$ cat src/rtl/ifid_queue.sv
// ifid_queue: instruction queue between fetch and decode.
// Buffers {pc, instr} pairs from fetch in a circular buffer. The oldest pair
// is presented to decode through a valid/ready handshake. Fetch is throttled
// early enough that its single in-flight pair always has a free slot. A taken
// branch (flush) discards every queued and incoming pair.
module ifid_queue #(
    parameter int          DEPTH     = 4,
    parameter logic [31:0] NOP_INSTR = 32'h0000_0013
) (
    input  logic                       clk,
    input  logic                       rst,
    input  logic                       flush,
    input  logic                       fetch_valid,
    input  logic [31:0]                fetch_instr,
    input  logic [31:0]                fetch_pc,
    output logic                       fetch_enable,
    output logic                       id_valid,
    output logic [31:0]                id_instr,
    output logic [31:0]                id_pc,
    input  logic                       id_ready,
    output logic [$clog2(DEPTH+1)-1:0] count,
    output logic                       overflow_err
);

    localparam int PW = $clog2(DEPTH);
    localparam int CW = $clog2(DEPTH + 1);

    localparam logic [CW-1:0] CNT_FULL     = CW'(DEPTH);
    // One slot is kept in reserve for the pair fetch already has in flight.
    localparam logic [CW-1:0] CNT_THROTTLE = CW'(DEPTH - 2);

    logic [63:0]   mem [DEPTH];
    logic [PW-1:0] rd_ptr;
    logic [PW-1:0] wr_ptr;
    logic          pop;
    logic          push;
    logic          drop;
    logic [63:0]   head;

    // Handshake qualification; flush suppresses both sides of the queue.
    always_comb begin
        pop  = id_valid & id_ready & ~flush;
        push = fetch_valid & ~flush & ((count < CNT_FULL) | pop);
        drop = fetch_valid & ~flush & (count == CNT_FULL) & ~pop;
    end

    // Head presentation and fetch throttle, both from registered state.
    always_comb begin
        head         = mem[rd_ptr];
        id_valid     = (count != '0);
        id_instr     = id_valid ? head[31:0]  : NOP_INSTR;
        id_pc        = id_valid ? head[63:32] : 32'h0;
        fetch_enable = ~flush & (count <= CNT_THROTTLE);
    end

    // Storage write; contents need no reset since count gates visibility.
    always_ff @(posedge clk) begin
        if (push) begin
            mem[wr_ptr] <= {fetch_pc, fetch_instr};
        end
    end

    // Pointers and occupancy; pointers wrap naturally at DEPTH.
    always_ff @(posedge clk) begin
        if (rst || flush) begin
            rd_ptr <= '0;
            wr_ptr <= '0;
            count  <= '0;
        end else begin
            if (push) begin
                wr_ptr <= wr_ptr + 1'b1;
            end
            if (pop) begin
                rd_ptr <= rd_ptr + 1'b1;
            end
            case ({push, pop})
                2'b10:   count <= count + 1'b1;
                2'b01:   count <= count - 1'b1;
                default: count <= count;
            endcase
        end
    end

    // Sticky overflow flag; only reset clears it, flush leaves it alone.
    always_ff @(posedge clk) begin
        if (rst) begin
            overflow_err <= 1'b0;
        end else if (drop) begin
            overflow_err <= 1'b1;
        end
    end

endmodule

$ cat config.mk
export PLATFORM = sky130hd
export DESIGN_NAME = ifid_queue
export DESIGN_NICKNAME = d
export VERILOG_FILES = /design/src/rtl/ifid_queue.sv
export SDC_FILE = /design/constraint.sdc
export NUM_CORES = 1
export LEC_CHECK = 0
export ABC_CLOCK_PERIOD_IN_PS = 4200
export CAP_MARGIN = 30
export CORE_ASPECT_RATIO = 0.8
export CORE_UTILIZATION = 59
export CTS_CLUSTER_DIAMETER = 50
export DETAILED_ROUTE_END_ITERATION = 6
export PLACE_DENSITY = 0.94
export SETUP_SLACK_MARGIN = 0.05
export SLEW_MARGIN = 40
export SYNTH_ARGS = -nofsm -noshare
export SYNTH_HDL_FRONTEND = slang
export SYNTH_SLANG_ARGS = --single-unit
$ cat constraint.sdc
create_clock -name clk -period 4.2 [get_ports clk]
set_input_delay 0.63 -clock clk [delete_from_list [all_inputs] [get_ports clk]]
set_output_delay 0.63 -clock clk [all_outputs]
set_load 0.02 [all_outputs]
==> out/results.ini <==
[critical_path]
cp.arrival_ns=2.83
worst_setup_path_start_kind=register
cp_max_fo=19
r2r_end=count[2]$_SDFFE_PP0P_
crit_type=register to output pin
r2r_setup_slack_ns=1.82
required_ns=3.57
cp-end-kind=output pin
ff2ff_path_depth=9
r2r_start=count[2]$_SDFFE_PP0P_

[route]
drt-vias-per-instance=5.891
drt-initial-drc-count=354
ant_nets=0
wl_per_cell_um=23.57
drc=0
dr.pass1.iters=5
wl_mm=20.25
vias=5060

[grt]
grtUsageTotal_pct=23.51
grt_pass1_wl_mm=30.71
grt_max_degree=56
grt_pass1_vias=5471
antenna_found_initial=0
overflow=0

[timing]
relSlewSlack_pct=62.77
skew_ns=0.007645
fmax_mhz=288.7
setup_tns_ns=0
finalHoldViolCount=0
worst_pin_slew_ns=0.5585
rsz0062_at_grt=false
fin_crit_sh_pct=82.48
drv_slew=0
setup_viol=0
post-route-min-period_ns=3.464

[place]
dp.final_hpwl_mm=11.85
io_buffers=138
dp.cells=813
routabilityCongestion=0.7573

[floorplanning]
coreArea_mm2=0.01676
fp.dieArea_mm2=0.01793
die_h_um=120.0
io_pins=139
start_util_pct=61.23
num_rows=42
die_width_um=149.5

[hold_path]
hold_path_class=register to register
hp-start=rd_ptr[1]$_SDFFE_PP0P_
min_delay_path_depth=2

[layout]
final_common_cell=edfxtp_1
insertedDiodeCount=0
final_nets=696
fill_cells=906
multiInputGateArea_mm2=0.002177
instances_no_fill=859
drive_above_1_share_pct=17.68
mostFrequentLayoutCells=256 x edfxtp_1, 138 x clkdlybuf4s50_1, 61 x and2_1
regArea_mm2=0.007893
areaGrowthSynthToFinish_pct=24.17

[synthesis]
ys.flop_type=edfxtp_1
netlist_area_mm2=0.01026
synth_seq_cells=266
synth_cell_types=29
synth_edf_count=256
synthesis.nets=541
avgSynthCellArea_um2=22.02
synth_seq_area_share_pct=76.85
synthCells=466
async_flop_share_pct=0
yosys_warnings=0

[cts]
cts_buffers=26
cts_root_buf=clkbuf_16
cts_buffer_depth=3
cts_tree=done
cts_num_sinks=266
clkLatencyLatePin_ns=0.52
cts-htree-levels=1
cts_resized=0
hold_buffers=0
clk_pin_slew_ns=0.06
cts_setup_buffers=0

[pwr]
vdd_drop_max_mv=0.4229
power_density_mw_per_mm2=433.1
leakage_nw=4.033

[outcome]
status=complete, no violations

[flow_run]
cap_violations=0

-- power by group --
| group | switching [mW] | internal, mW | total (mW) |
|---|---|---|---|
| combinational | 0.130 | 0.143 | 0.273 |
| clock | 0.937 | 1.35 | 2.29 |
| sequential | 0.0121 | 2.95 | 2.96 |
| total | 1.08 | 4.44 | 5.52 |
-- synthesized netlist by cell type, types with 2 or more instances --
library cell,number,share of area [%]
edfxtp_1,256,75
nor2_1,8,0.29
buf_12,6,1.2
and2_1,61,3.7
mux4_2,60,13
nor2b_1,2,0.12
or2_1,3,0.18
or3_1,2,0.12
inv_1,7,0.26
clkbuf_1,7,0.26
o21ai_0,4,0.20
nand2b_1,2,0.12
ha_1,5,0.61
a21oi_1,5,0.24
dfxtp_1,10,2.0
and3_1,4,0.24
mux4_1,4,1.0
xor2_1,3,0.26
nand3_1,2,0.098
buf_2,6,0.29
-- registers in the layout (all words and copies together) (netlist names), named ones only --
signal / flops
overflow_err: 1
mem: 256
count: 3
rd_ptr: 2
wr_ptr: 2
-- kinds of logic (layout without fill, tap and decap cells) --
family / Yosys count / in the layout / synth area share, %
xor+xnor: 3 / 3 / 0.2561
flops: 266 / 266 / 76.85
fa+ha+maj: 6 / 6 / 0.8046
simple gates: 87 / 87 / 5.096
compound gates: 12 / 12 / 0.6705
mux: 64 / 64 / 14.19
buf+inv: 28 / 201 / 2.133
-- worst max-delay path by stage --
stage / startpoint / end / slack [ns] / cells past startpoint
after global placement: register / id_pc[20] / 1.29 / 4
after detailed placement: register / id_pc[17] / 1.25 / 4
final: register / id_pc[17] / 0.74 / 4
after floorplan: fetch_valid / mem[0][0]$_DFFE_PP_ / 1.27 / 2
after global routing: register / id_pc[17] / 0.59 / 4
after CTS: register / id_pc[17] / 0.66 / 4
-- worst max-delay path: stages (launching register included) --
cell             delay, ns
dfxtp_4               0.56
buf_4                 0.42
mux4_2                0.56
and2_1                0.19
clkdlybuf4s50_1       0.56
-- area by class of cell --
class	count	share of cell area (%)
inverter	7	0.2062
multi-input combinational	172	17.08
clock buffer	30	5.390
tap	220	2.160
clock inverter	16	1.217
timing repair buffer	148	12.02
sequential	266	61.93
-- metrics by stage --
step                      power (mW)  setup WS (ns)  instance area [µm²]  hold slack (ns)  utilization, %
after global placement         3.263          1.287                11800           0.4638           70.41
after floorplan                3.124          1.267                10260           0.4591               -
after detailed placement       3.285          1.249                11900           0.4823           71.00
after CTS                      5.556         0.6612                12740           0.4958           76.03
after global routing           5.674         0.5925                12740           0.5142           76.03
final                          5.520         0.7360                12740           0.5002           76.03
-- layer usage --
metal | track usage [%] | share of wire [%] | routed length, µm
met1 | 29.89 | 38 | 7638
met2 | 40.22 | 52 | 10450
met3 | 5.817 | 8.0 | 1628
met4 | 6.888 | 2.6 | 529
met5 | 0 | 0 | 0
Note: power is estimated with default switching activity, not from simulation.
